`src/rtl/riscv_ctrl_pkg.sv`:
```
// Shared encodings for the multicycle RV32 control path: FSM states,
// the SYSTEM opcode and the PC / write-back source selects.
package riscv_ctrl_pkg;

  typedef enum logic [2:0] {
    ST_IDLE   = 3'd0,
    ST_FETCH  = 3'd1,
    ST_DECODE = 3'd2,
    ST_EXEC   = 3'd3,
    ST_MEM    = 3'd4,
    ST_WB     = 3'd5,
    ST_HALT   = 3'd6,
    ST_ERROR  = 3'd7
  } state_t;

  localparam logic [6:0] OPC_SYSTEM = 7'b1110011;

  localparam logic [1:0] PC_SEL_PC4 = 2'b00;
  localparam logic [1:0] PC_SEL_IMM = 2'b01;
  localparam logic [1:0] PC_SEL_ALU = 2'b10;

  localparam logic [1:0] WB_SEL_ALU = 2'b00;
  localparam logic [1:0] WB_SEL_MEM = 2'b01;
  localparam logic [1:0] WB_SEL_PC4 = 2'b10;
  localparam logic [1:0] WB_SEL_IMM = 2'b11;

endpackage

```
`src/rtl/mem_wait_timer.sv`:
```
// Counts consecutive memory wait cycles; expire flags the cycle that would
// be the LIMIT-th consecutive wait.
module mem_wait_timer #(
  parameter int LIMIT = 16
) (
  input  logic clk,
  input  logic reset,
  input  logic clear,
  input  logic count,
  output logic expire
);

  localparam int W = $clog2(LIMIT + 1);

  logic [W-1:0] cnt;

  always_ff @(posedge clk) begin
    if (reset || clear) begin
      cnt <= '0;
    end else if (count) begin
      cnt <= cnt + W'(1);
    end
  end

  assign expire = count && (cnt == W'(LIMIT - 1));

endmodule

```
`src/rtl/multicycle_sequencer.sv`:
```
// Multicycle RV32 control FSM: sequences fetch/decode/execute/memory/writeback
// over one shared memory port, with a wait timeout and perf counters.
//
// state  | meaning
// IDLE   | waiting for start
// FETCH  | instruction read on the shared port, IR loads on mem_ready
// DECODE | decoder settles; SYSTEM opcode halts
// EXEC   | ALU cycle; branches retire here
// MEM    | load/store data access; stores retire here
// WB     | register write-back and PC update
// HALT   | ECALL/EBREAK seen, sticky until reset
// ERROR  | memory wait timeout, sticky until reset
module multicycle_sequencer
  import riscv_ctrl_pkg::*;
#(
  parameter int CNT_W       = 32,
  parameter int MEM_TIMEOUT = 16
) (
  input  logic             clk,
  input  logic             reset,
  input  logic             start,
  input  logic [31:0]      inst,
  input  logic             EscReg,
  input  logic             EscMem,
  input  logic             lw,
  input  logic             jump,
  input  logic             jalr,
  input  logic             Branch,
  input  logic             lui,
  input  logic             auiPc,
  input  logic             branch_taken,
  input  logic             mem_ready,
  output logic             mem_req,
  output logic             mem_we,
  output logic             mem_addr_sel,
  output logic             ir_load,
  output logic             pc_write,
  output logic [1:0]       pc_sel,
  output logic             rf_we,
  output logic [1:0]       wb_sel,
  output logic             busy,
  output logic             halted,
  output logic             error,
  output logic [2:0]       state,
  output logic [CNT_W-1:0] cycle_count,
  output logic [CNT_W-1:0] instret
);

  state_t state_q, state_d;
  logic   is_mem;
  logic   retire;
  logic   tmr_clear;
  logic   tmr_expire;
  logic   unused_inputs;

  // AUIPC needs no special write-back source; the ALU already forms PC+imm.
  assign unused_inputs = ^{inst[31:7], auiPc};

  assign is_mem = lw | EscMem;

  // Any cycle without an outstanding wait restarts the consecutive count.
  assign tmr_clear = ~mem_req | mem_ready;

  mem_wait_timer #(
    .LIMIT(MEM_TIMEOUT)
  ) u_mem_wait_timer (
    .clk   (clk),
    .reset (reset),
    .clear (tmr_clear),
    .count (mem_req & ~mem_ready),
    .expire(tmr_expire)
  );

  always_ff @(posedge clk) begin
    if (reset) begin
      state_q <= ST_IDLE;
    end else begin
      state_q <= state_d;
    end
  end

  always_comb begin
    state_d = state_q;
    case (state_q)
      ST_IDLE:   if (start) state_d = ST_FETCH;
      ST_FETCH: begin
        if (mem_ready)       state_d = ST_DECODE;
        else if (tmr_expire) state_d = ST_ERROR;
      end
      ST_DECODE: state_d = (inst[6:0] == OPC_SYSTEM) ? ST_HALT : ST_EXEC;
      ST_EXEC: begin
        if (is_mem)      state_d = ST_MEM;
        else if (Branch) state_d = ST_FETCH;
        else             state_d = ST_WB;
      end
      ST_MEM: begin
        if (mem_ready)       state_d = EscMem ? ST_FETCH : ST_WB;
        else if (tmr_expire) state_d = ST_ERROR;
      end
      ST_WB:     state_d = ST_FETCH;
      default:   state_d = state_q;
    endcase
  end

  always_comb begin
    mem_req      = 1'b0;
    mem_we       = 1'b0;
    mem_addr_sel = 1'b0;
    ir_load      = 1'b0;
    pc_write     = 1'b0;
    pc_sel       = PC_SEL_PC4;
    rf_we        = 1'b0;
    wb_sel       = WB_SEL_ALU;
    retire       = 1'b0;
    case (state_q)
      ST_FETCH: begin
        mem_req = 1'b1;
        ir_load = mem_ready;
      end
      ST_EXEC: begin
        if (!is_mem && Branch) begin
          pc_write = 1'b1;
          pc_sel   = branch_taken ? PC_SEL_IMM : PC_SEL_PC4;
          retire   = 1'b1;
        end
      end
      ST_MEM: begin
        mem_req      = 1'b1;
        mem_addr_sel = 1'b1;
        mem_we       = EscMem;
        if (mem_ready && EscMem) begin
          pc_write = 1'b1;
          retire   = 1'b1;
        end
      end
      ST_WB: begin
        rf_we    = ~EscReg;
        pc_write = 1'b1;
        retire   = 1'b1;
        if (lw)               wb_sel = WB_SEL_MEM;
        else if (jump | jalr) wb_sel = WB_SEL_PC4;
        else if (lui)         wb_sel = WB_SEL_IMM;
        if (jump)             pc_sel = PC_SEL_IMM;
        else if (jalr)        pc_sel = PC_SEL_ALU;
      end
      default: ;
    endcase
  end

  assign busy   = (state_q != ST_IDLE) && (state_q != ST_HALT) && (state_q != ST_ERROR);
  assign halted = (state_q == ST_HALT);
  assign error  = (state_q == ST_ERROR);
  assign state  = state_q;

  always_ff @(posedge clk) begin
    if (reset) begin
      cycle_count <= '0;
      instret     <= '0;
    end else begin
      cycle_count <= cycle_count + {{(CNT_W-1){1'b0}}, busy};
      instret     <= instret + {{(CNT_W-1){1'b0}}, retire};
    end
  end

endmodule

```
`config.mk`:
```
export PLATFORM = sky130hd
export DESIGN_NAME = multicycle_sequencer
export DESIGN_NICKNAME = d
export VERILOG_FILES = /design/src/rtl/riscv_ctrl_pkg.sv /design/src/rtl/mem_wait_timer.sv /design/src/rtl/multicycle_sequencer.sv
export SDC_FILE = /design/constraint.sdc
export NUM_CORES = 1
export LEC_CHECK = 0
export BUFFER_PORTS_ARGS = -buffer_cell sky130_fd_sc_hd__buf_4
export CAP_MARGIN = 10
export CORE_MARGIN = 1
export CORE_UTILIZATION = 41
export DETAILED_ROUTE_END_ITERATION = 10
export PLACE_DENSITY = 0.7
export SYNTH_ARGS = -nofsm -noshare
export SYNTH_HDL_FRONTEND = slang
export SYNTH_SLANG_ARGS = --single-unit
```
`constraint.sdc`:
```
create_clock -name clk -period 2.65 [get_ports clk]
set_input_delay 0.265 -clock clk [delete_from_list [all_inputs] [get_ports clk]]
set_output_delay 0.265 -clock clk [all_outputs]
set_load 0.005 [all_outputs]
```
==> results.toml <==
[detailed_routing]
wl_um = 8780
via_count = 3617
viasPerCell = 5.59
drcViolationCount = 0
drtIter0Drc = 137
first_pass_iters = 4
wl_per_cell_um = 13.6
detail-route-antenna-nets = 0

[sta]
rsz0062_at_grt = "yes"
drv_slew = 0
layout_min_cycle_time_ns = 2.49
finClkSkew_ns = 0.0125
hold_viol = 0
fmax_ghz = 0.402
worstMarginPinSlew_ns = 0.579
finalSetupViolCount = 0
timing.final.ws_setup_ns = 0.164
slew_headroom = 0.614
fin_crit_sh = 0.938
setup-tns-final_ns = 0

[die]
row_count = 33
initial_utilization = 0.428
die_x_um = 95.1
die_y_um = 95.1
core_mm2 = 0.00830
io_pins = 125
die-area_mm2 = 0.00905

[power]
leakagePower_nw = 1.84
ir_worst_vdd_mv = 0.302
p_per_area_mw_per_mm2 = 506

[logic_synthesis]
synth.distinct_cells = 42
yosys_warnings = 0
syn_nets = 478
synth_area_mm2 = 0.00356
syn_inst = 427
syn_avg_cell_area_um2 = 8.33
synth_seq_cells = 72
ys_seq_area_frac = 0.405

[layout]
antenna_cells = 0
area_growth_pct = 35.7
drive_gt1_frac = 0.288
fillers = 755
instances_no_fill = 647
utilization = 0.581
final_common_cell = "buf_4"
layout_common_cells = "124 x buf_4, 71 x dfxtp_1, 43 x a21oi_1"
final_area_mm2 = 0.00483
nets = 589

[grt]
grt_pass1_wl_um = 14000
grt_max_degree = 55
grt_use_total = 0.194
overflow = 0
grt_pass1_vias = 3158
grt_antenna_before_repair = 0

[placement]
gp_congestion = 0.762
place_inst = 632
io_buffers = 98
post-dp-hpwl_um = 6280
dp_slack_ns = -0.292
dpl_cell_area_mm2 = 0.00453

[cts]
clock_latency_ns = 0.34
hold_buffers = 0
cts_tree = "built"
clock_sinks = 72
h-tree-depth = 3
cts_buffers = 9
root_buffer = "clkbuf_8"
cts_buffer_depth = 2
cts.clk_slew.worst_paths_ns = 0.07
cts_setup_buffers = 0

[worst_setup_path]
path_max_fanout = 17
crit_type = "reg2reg"
cp_slowest_cell = "or4_1"
crit_chain = "buf_4, a21oi_2, ha_2, nand4_2, or4_1, buf_4, or4_1, a21oi_1"
required_ns = 2.91
r2r_start = "state[1]"
end_kind = "flip-flop"
crit_buf_inv = 2
arrival_ns = 2.74
critPathMaxStageDelay_ns = 0.53
critPathTopFamily = "simple AND/OR/NAND/NOR gates"
startpoint = "state[1]"
start_kind = "flip-flop"

[status]
status = "completed"

[min_path]
hp-class = "in2reg"
min_from = "inst[3]"

[job]
maxCapViolCount = 0
## Yosys cell counts
library cell,number,share of area
a211o_1,1,0.0025
a21o_1,1,0.0021
a21oi_1,44,0.062
a221oi_1,1,0.0025
a22oi_1,1,0.0021
a311oi_1,1,0.0025
a31oi_1,1,0.0018
and2_1,6,0.011
and3_1,8,0.014
and4_1,9,0.022
buf_1,3,0.0032
buf_2,1,0.0014
buf_4,1,0.0021
clkbuf_1,19,0.020
dfxtp_1,72,0.41
ha_1,6,0.021
inv_1,12,0.013
mux2_2,1,0.0032
mux2i_1,1,0.0028
nand2_1,28,0.030
nand2b_1,4,0.0070
nand3_1,20,0.028
nand3b_1,1,0.0021
nand4_1,18,0.032
nand4_2,1,0.0035
nand4b_1,1,0.0025
nor2_1,32,0.034
nor2b_1,8,0.014
nor3_1,9,0.013
nor3b_1,3,0.0063
nor4_1,3,0.0053
o21ai_0,15,0.021
o22ai_1,1,0.0018
o31ai_1,24,0.051
o32ai_1,1,0.0025
o41ai_1,3,0.0074
or3_1,13,0.023
or3b_2,2,0.0049
or4_1,25,0.053
or4b_2,4,0.011
xnor2_1,9,0.022
xor2_1,13,0.032
## per-layer routing
metal | GRT usage | vias up | wire length, um
met3 | 0.0295 | 12 | 367
met1 | 0.253 | 1710 | 4030
met2 | 0.317 | 92 | 4250
met5 | 0 | - | 0
met4 | 0.0795 | 0 | 131
li1 | - | 1803 | -
## kinds of logic (layout without fill, tap and decap cells)
| family | count (synthesis) | count (layout) | synth area share |
|---|---|---|---|
| AOI/OAI and AO/OA | 94 | 94 | 0.159 |
| and+or+nand+nor | 195 | 195 | 0.315 |
| DFF | 72 | 72 | 0.405 |
| muxes | 2 | 2 | 0.00598 |
| buffers and inverters | 36 | 151 | 0.0394 |
| adders and majority gates | 6 | 6 | 0.0211 |
| xor gates and xnor gates | 22 | 22 | 0.0542 |
## worst register-to-register path, cell delays in order, from the launching register on
cell and delay (ns):
dfxtp_1 0.35, buf_4 0.17, a21oi_2 0.16, ha_2 0.23
nand4_2 0.14, or4_1 0.53, buf_4 0.21, or4_1 0.48
a21oi_1 0.15
## flip-flops by register name (all words and copies together), names as in the netlist
register	cells
instret	32
u_mem_wait_timer.cnt	5
state	3
cycle_count	32
## cell type report
class	count	area [um^2]	area share
multi-input cells	319	2010	0.416
clock inverters	5	129	0.0267
repair buffers	124	931	0.193
well taps	105	131	0.0272
flip-flops and latches	72	1440	0.299
inverters	12	45.0	0.00933
clock buffers	10	138	0.0285
## stage by stage
stage               hold WS, ns  total power [mW]
floorplan                 0.418              1.23
CTS                       0.208              2.46
detailed placement        0.450              1.31
finish                    0.217              2.44
global placement          0.434              1.31
global route              0.267              2.53
## final timing paths
check / slack (ns) / depth (start not counted) / to
worst max-delay path: 0.16 / 8 / cycle_count[29]
worst min-delay path: 0.22 / 4 / state[2]
worst max register to register: 0.16 / 8 / cycle_count[29]
worst min register to register: 0.46 / 1 / u_mem_wait_timer.cnt[0]
## repair_timing
action,CTS,global route
resized for setup,0,7
endpoints found under the setup margin,0,13
hold endpoints to repair,0,0
## where the power goes
part,internal (mW),switching [mW]
Sequential,1.10,0.0126
Combinational,0.0935,0.0896
Clock,0.743,0.408
No activity file was read; power rests on OpenSTA's default activity.
